--- src/rtl/fx_pkg.sv ---
// Shared types and constants for the flanger modulation controller.
// FX_MOD_SINE_EN adds the quarter-wave sine table used for the sine tap shape.
package fx_pkg;

   localparam int DELAY_W   = 7;
   localparam int SLIDER_W  = 12;
   localparam int PHASE_W   = 17;
   localparam int SLEW_STEP = 16;
   localparam int MAX_TAP   = (1 << DELAY_W) - 1;
   localparam int ALPHA_W   = SLIDER_W + 1;
   localparam int FILL_W    = DELAY_W + 1;

   typedef enum logic [2:0] {
      IDLE,
      CAPTURE,
      LFO,
      SLEW,
      PUBLISH
   } fsm_state_e;

`ifdef FX_MOD_SINE_EN
   // q[i] = round(63*sin(pi/2*i/63)); entry 21 lands at 31 because 63*sin(pi/6) sits just under 31.5
   localparam logic [5:0] SINE_Q [64] = '{
       0,  2,  3,  5,  6,  8,  9, 11, 12, 14, 16, 17, 19, 20, 22, 23,
      24, 26, 27, 29, 30, 31, 33, 34, 35, 37, 38, 39, 40, 42, 43, 44,
      45, 46, 47, 48, 49, 50, 51, 52, 53, 54, 55, 55, 56, 57, 57, 58,
      59, 59, 60, 60, 61, 61, 61, 62, 62, 62, 63, 63, 63, 63, 63, 63
   };
`endif

endpackage

--- src/rtl/fx_slew_limiter.sv ---
// Combinational slew limiter: moves current toward target by at most step,
// landing exactly on target once it is within reach. Values are unsigned.
module fx_slew_limiter #(
   parameter int W = 13
) (
   input  logic [W-1:0] target,
   input  logic [W-1:0] current,
   input  logic [W-1:0] step,
   output logic [W-1:0] result
);

   always_comb begin
      result = target;
      if (target > current) begin
         if ((target - current) > step) result = current + step;
      end else if ((current - target) > step) begin
         result = current - step;
      end
   end

endmodule

--- src/rtl/fx_mod_ctrl.sv ---
// Per-frame LFO / mix controller for the flanger delay line: tick detect, phase
// accumulator, slewed alpha, warm-up gating. FX_MOD_SINE_EN selects a sine tap shape.
module fx_mod_ctrl
   import fx_pkg::*;
(
   input  logic                clk,
   input  logic                rst,
   input  logic                VALID,
   input  logic [SLIDER_W-1:0] rate_slider,
   input  logic [SLIDER_W-1:0] vol_slider,
   input  logic                bypass,
   output logic [DELAY_W-1:0]  delay_samples,
   output logic [ALPHA_W-1:0]  alpha,
   output logic                mix_en,
   output logic                cfg_upd,
   output logic                overrun
);

   localparam logic [FILL_W-1:0] FILL_FULL = FILL_W'(1 << DELAY_W);

   fsm_state_e          state, state_n;
   logic                v1, v2, tick, pending;
   logic [SLIDER_W-1:0] rate_q, vol_q;
   logic                byp_q;
   logic [PHASE_W-1:0]  phase;
   logic [ALPHA_W-1:0]  alpha_trk, alpha_nxt, target;
   logic [FILL_W-1:0]   fill, fill_n;
   logic                full_n;
   logic [DELAY_W-1:0]  tap_n;

   assign tick = ~v1 & v2;

   always_comb begin
      state_n = state;
      case (state)
         IDLE:    if (tick || pending) state_n = CAPTURE;
         CAPTURE: state_n = LFO;
         LFO:     state_n = SLEW;
         SLEW:    state_n = PUBLISH;
         PUBLISH: state_n = IDLE;
         default: state_n = IDLE;
      endcase
   end

   always_comb begin
      target = byp_q ? '0 : {1'b0, vol_q};
      fill_n = (fill == FILL_FULL) ? fill : fill + FILL_W'(1);
      full_n = (fill_n == FILL_FULL);
   end

   fx_slew_limiter #(.W(ALPHA_W)) u_slew (
      .target  (target),
      .current (alpha_trk),
      .step    (ALPHA_W'(SLEW_STEP)),
      .result  (alpha_nxt)
   );

`ifdef FX_MOD_SINE_EN
   logic [1:0] quad;
   logic [5:0] sin_idx, q_fwd, q_rev;

   always_comb begin
      quad    = phase[PHASE_W-1 -: 2];
      sin_idx = phase[PHASE_W-3 -: 6];
      q_fwd   = SINE_Q[sin_idx];
      q_rev   = SINE_Q[~sin_idx];
      case (quad)
         2'd0:    tap_n = 7'd64 + {1'b0, q_fwd};
         2'd1:    tap_n = 7'd64 + {1'b0, q_rev};
         2'd2:    tap_n = 7'd63 - {1'b0, q_fwd};
         default: tap_n = 7'd63 - {1'b0, q_rev};
      endcase
   end
`else
   logic [DELAY_W-1:0] tri_t;

   always_comb begin
      tri_t = phase[PHASE_W-2 -: DELAY_W];
      tap_n = phase[PHASE_W-1] ? (DELAY_W'(MAX_TAP) - tri_t) : tri_t;
   end
`endif

   always_ff @(posedge clk) begin
      if (rst) begin
         state         <= IDLE;
         v1            <= 1'b0;
         v2            <= 1'b0;
         pending       <= 1'b0;
         overrun       <= 1'b0;
         rate_q        <= '0;
         vol_q         <= '0;
         byp_q         <= 1'b0;
         phase         <= '0;
         alpha_trk     <= '0;
         fill          <= '0;
         delay_samples <= '0;
         alpha         <= '0;
         mix_en        <= 1'b0;
         cfg_upd       <= 1'b0;
      end else begin
         v1      <= VALID;
         v2      <= v1;
         state   <= state_n;
         cfg_upd <= 1'b0;
         // A tick arriving in IDLE alongside pending replaces the consumed one.
         if (state == IDLE) begin
            if (pending && !tick) pending <= 1'b0;
         end else if (tick) begin
            if (pending) overrun <= 1'b1;
            else         pending <= 1'b1;
         end
         case (state)
            CAPTURE: begin
               rate_q <= rate_slider;
               vol_q  <= vol_slider;
               byp_q  <= bypass;
            end
            LFO: if (!byp_q) phase <= phase + {{(PHASE_W-SLIDER_W){1'b0}}, rate_q} + PHASE_W'(1);
            SLEW: alpha_trk <= alpha_nxt;
            PUBLISH: begin
               fill          <= fill_n;
               mix_en        <= full_n;
               alpha         <= full_n ? alpha_trk : '0;
               delay_samples <= tap_n;
               cfg_upd       <= 1'b1;
            end
            default: ;
         endcase
      end
   end

endmodule

--- config.mk ---
export PLATFORM = sky130hd
export DESIGN_NAME = fx_mod_ctrl
export DESIGN_NICKNAME = d
export VERILOG_FILES = /design/src/rtl/fx_pkg.sv /design/src/rtl/fx_slew_limiter.sv /design/src/rtl/fx_mod_ctrl.sv
export SDC_FILE = /design/constraint.sdc
export NUM_CORES = 1
export LEC_CHECK = 0
export BUFFER_PORTS_ARGS = -buffer_cell sky130_fd_sc_hd__buf_2
export CORE_UTILIZATION = 65
export DETAILED_ROUTE_END_ITERATION = 8
export HOLD_SLACK_MARGIN = 0.05
export PLACE_DENSITY = 0.93
export REMOVE_ABC_BUFFERS = 1
export SLEW_MARGIN = 5
export SYNTH_ARGS = -nofsm -noshare
export SYNTH_HDL_FRONTEND = slang
export SYNTH_SLANG_ARGS = --single-unit
--- constraint.sdc ---
create_clock -name clk -period 8.6 [get_ports clk]
set_input_delay 0.43 -clock clk [delete_from_list [all_inputs] [get_ports clk]]
set_output_delay 0.43 -clock clk [all_outputs]
set_load 0.02 [all_outputs]
==> metrics.cfg <==
[status]
outcome=finished clean

[routing]
finalWirelength_mm=15.1
avgRoutedWirePerCell_um=16.5
drc=0
vias=5855
via_per_inst=6.39
dr.pass1.iters=7
drtAntennaViolNets=0
drt_iter0_drc=426

[synth]
ys.flop_type=dfxtp_1
synth.avg_cell_area_um2=7.71
synthDistinctLibCells=72
ys_warn_count=0
ys_ff_latch=92
syn_area_um2=6080
postSynthCellCount=788
synthArstFlopShare_pct=0
synth_edf_count=0
seq_area_frac_synth_pct=30.3

[final_layout]
n_antenna_cell=0
final_common_cell=nand2_1
drive_gt1_share_pct=11.1
syn_to_final_growth_pct=6.73
fill_cells=684
final_core_utilization_pct=73.0
nets=876
most-common-layout-cells=nand2_1, dfxtp_1, a21oi_1

[global_route]
grt-ovfl-total=0
grt_pass1_wl_mm=25.3
antenna_found_initial=0
grt_pass1_vias=5539
grt_usage_pct=31.7
grt_max_degree=96

[die]
die_area_um2=9740
die_h_um=98.7
rows=34
initial_core_util_pct=68.4
io_pins=51
die_w_um=98.7
coreArea_um2=8890

[clocking]
h-tree-depth=3
post_cts_buffers=0
cts_buffer_depth=2
cts-root-buf=clkbuf_8
cts_hold_buf=0
path_clk_slew_ns=0.11
cts_tree=done
cts_sinks=92
cts-resized-gates=0
insertion_delay_ns=0.38
numCtsBuffers=9

[critical_path]
cp_cell_sequence=nand2b_1 -> inv_1 -> ha_1 -> a21oi_1 -> a21oi_1 -> o21bai_1 -> o311ai_0 -> nor4_1 -> o2111ai_1 -> o21bai_1 -> and3_1 -> a221oi_1 -> a221oi_1
cp_slowest_cell=and3_1
r2r_start=byp_q$_SDFFE_PP0P_
critical_path_buf_inv_count=1
endpoint_kind=flop
cp_slowest_stage_delay_ns=0.71
critical_path_required_ns=8.87
critPathTopFamily=compound AO/OA/AOI/OAI gates
timing_worst_setup_path_type=flop to flop
worstPathArrival_ns=4.87
worst-path-stages=13
cp_max_fo=17
rr_endpoint=alpha_trk[6]$_SDFFE_PP0P_
startpoint=byp_q$_SDFFE_PP0P_
r2r_setup_slack_ns=4.00
r2r_cells=13
start_kind=flop

[sta]
skew_ns=0.0224
hold_viol=0
rsz0062_at_grt=false
drv_slew=0
setup_viol=0
fmax_ghz=0.217
fin_setup_tns_ns=0
fin_crit_sh_pct=53.5
tightestPinTransition_ns=0.955
slew_headroom_pct=36.4
fin_crit_ns=4.60

[worst_hold_path]
worstHoldStart=VALID
whs_endpoint=v1$_SDFF_PP0_
hp-class=primary input to flop
hold_path_depth=2

[power_and_ir_drop]
switching_share_pct=35.4
p_leak_nw=2.63
p_sw_mw=0.354
comb_power_share_pct=26.8
p_int_mw=0.648
sequentialPowerShare_pct=44.1
power_density_nw_per_um2=155
worst_ir_drop_vdd_mv=0.110
clkPwrFrac_pct=29.0

[placement]
hpwl_mm=10.8
place.gp.congestion=0.982
numPortBuffers=50

[run]
max_cap_viol_count=0

## kinds of logic (layout without fill, tap and decap cells)
logic type | Yosys count | after routing | synth area share [%]
AO/OA/AOI/OAI | 216 | 216 | 23.7
multiplexers | 3 | 3 | 0.535
XOR/XNOR | 36 | 36 | 5.19
flip-flops | 92 | 92 | 30.3
buffers and inverters | 91 | 111 | 6.14
adder cells (fa/ha/maj) | 45 | 45 | 9.51
AND/OR/NAND/NOR | 305 | 305 | 24.6
## worst max-delay path by stage
stage,end
after floorplan,alpha_trk[6]$_SDFFE_PP0P_
after global placement,alpha_trk[6]$_SDFFE_PP0P_
after detailed placement,alpha_trk[6]$_SDFFE_PP0P_
after CTS,alpha_trk[6]$_SDFFE_PP0P_
after global routing,alpha_trk[6]$_SDFFE_PP0P_
final,alpha_trk[6]$_SDFFE_PP0P_
## routing by layer
layer	global-route usage, %	up-vias	wire [um]
met1	40.3	2728	6440
met4	13.3	0	399
met3	4.11	47	878
met5	0	-	0
met2	54.3	262	7410
li1	-	2818	-
## state kept, by name, summed over array words and instances (netlist names)
signal / count
phase: 17
alpha: 13
alpha_trk: 13
rate_q: 12
vol_q: 12
fill: 8
delay_samples: 7
state: 3
byp_q: 1
cfg_upd: 1
mix_en: 1
overrun: 1
pending: 1
v1: 1
v2: 1
## power by group through the flow
| stage | logic [mW] | clock network, mW | registers, mW |
|---|---|---|---|
| 2_1_floorplan | 0.189 | 0 | 0.450 |
| 3_5_place_dp | 0.258 | 0 | 0.452 |
| 5_1_grt | 0.289 | 0.312 | 0.444 |
| 4_1_cts | 0.262 | 0.291 | 0.442 |
| 3_3_place_gp | 0.251 | 0 | 0.452 |
| 6_report | 0.269 | 0.291 | 0.442 |
## synth_stat cells (all sizes together) (3+ instances only)
cell type	n	area (um^2)
nor4	4	25.0
xnor2	25	219
o221ai	3	26.3
a311oi	5	43.8
o211ai	11	82.6
ha	43	538
nor3b	3	22.5
or3	13	81.3
nand2	98	375
nor2	69	267
nor3	21	110
and3	7	43.8
a21oi	69	345
a22oi	13	97.6
o21a	6	45.0
o31ai	7	52.6
dfxtp	92	1840
nand3b	6	45.0
clkbuf	40	150
a31oi	10	62.6
nand2b	16	100
o21bai	6	45.0
or2	5	31.3
buf	10	68.8
o21ai	29	145
a221oi	7	73.8
xor2	11	96.3
nor4b	3	26.3
nand4	9	56.3
a21o	15	113
nor2b	12	75.1
and2	6	37.5
inv	41	154
a211oi	17	128
nand3	25	125
## worst reg2reg max path: stages, from the launching register on
cell and delay [ns]:
dfxtp_1 0.56, nand2b_1 0.24, inv_1 0.08, ha_1 0.41
a21oi_1 0.36, a21oi_1 0.12, o21bai_1 0.15, o311ai_0 0.16
nor4_1 0.36, o2111ai_1 0.17, o21bai_1 0.70, and3_1 0.71
a221oi_1 0.21, a221oi_1 0.26
## final cells by class
cell class                 count  area, um^2  share of cell area, %
multi-input combinational    605        3880                   59.8
inverter                      41         154                   2.37
sequential                    92        1840                   28.4
tap                          108         135                   2.08
timing repair buffer          54         280                   4.32
clock inverter                 6        57.6                  0.887
clock buffer                  10         138                   2.12
## per-stage QoR
stage          setup slack [ns]  instance area, um^2  hold WS, ns  power, mW  cells
3_5_place_dp               4.17                 6290        0.455      0.710    900
2_1_floorplan              4.93                 5860        0.430      0.639    738
5_1_grt                    3.74                 6490        0.289       1.04    916
4_1_cts                    4.11                 6490        0.279      0.996    916
3_3_place_gp               4.25                 6290        0.442      0.703    900
6_report                   4.00                 6490        0.277       1.00    916
No activity file was read; power rests on OpenSTA's default activity.
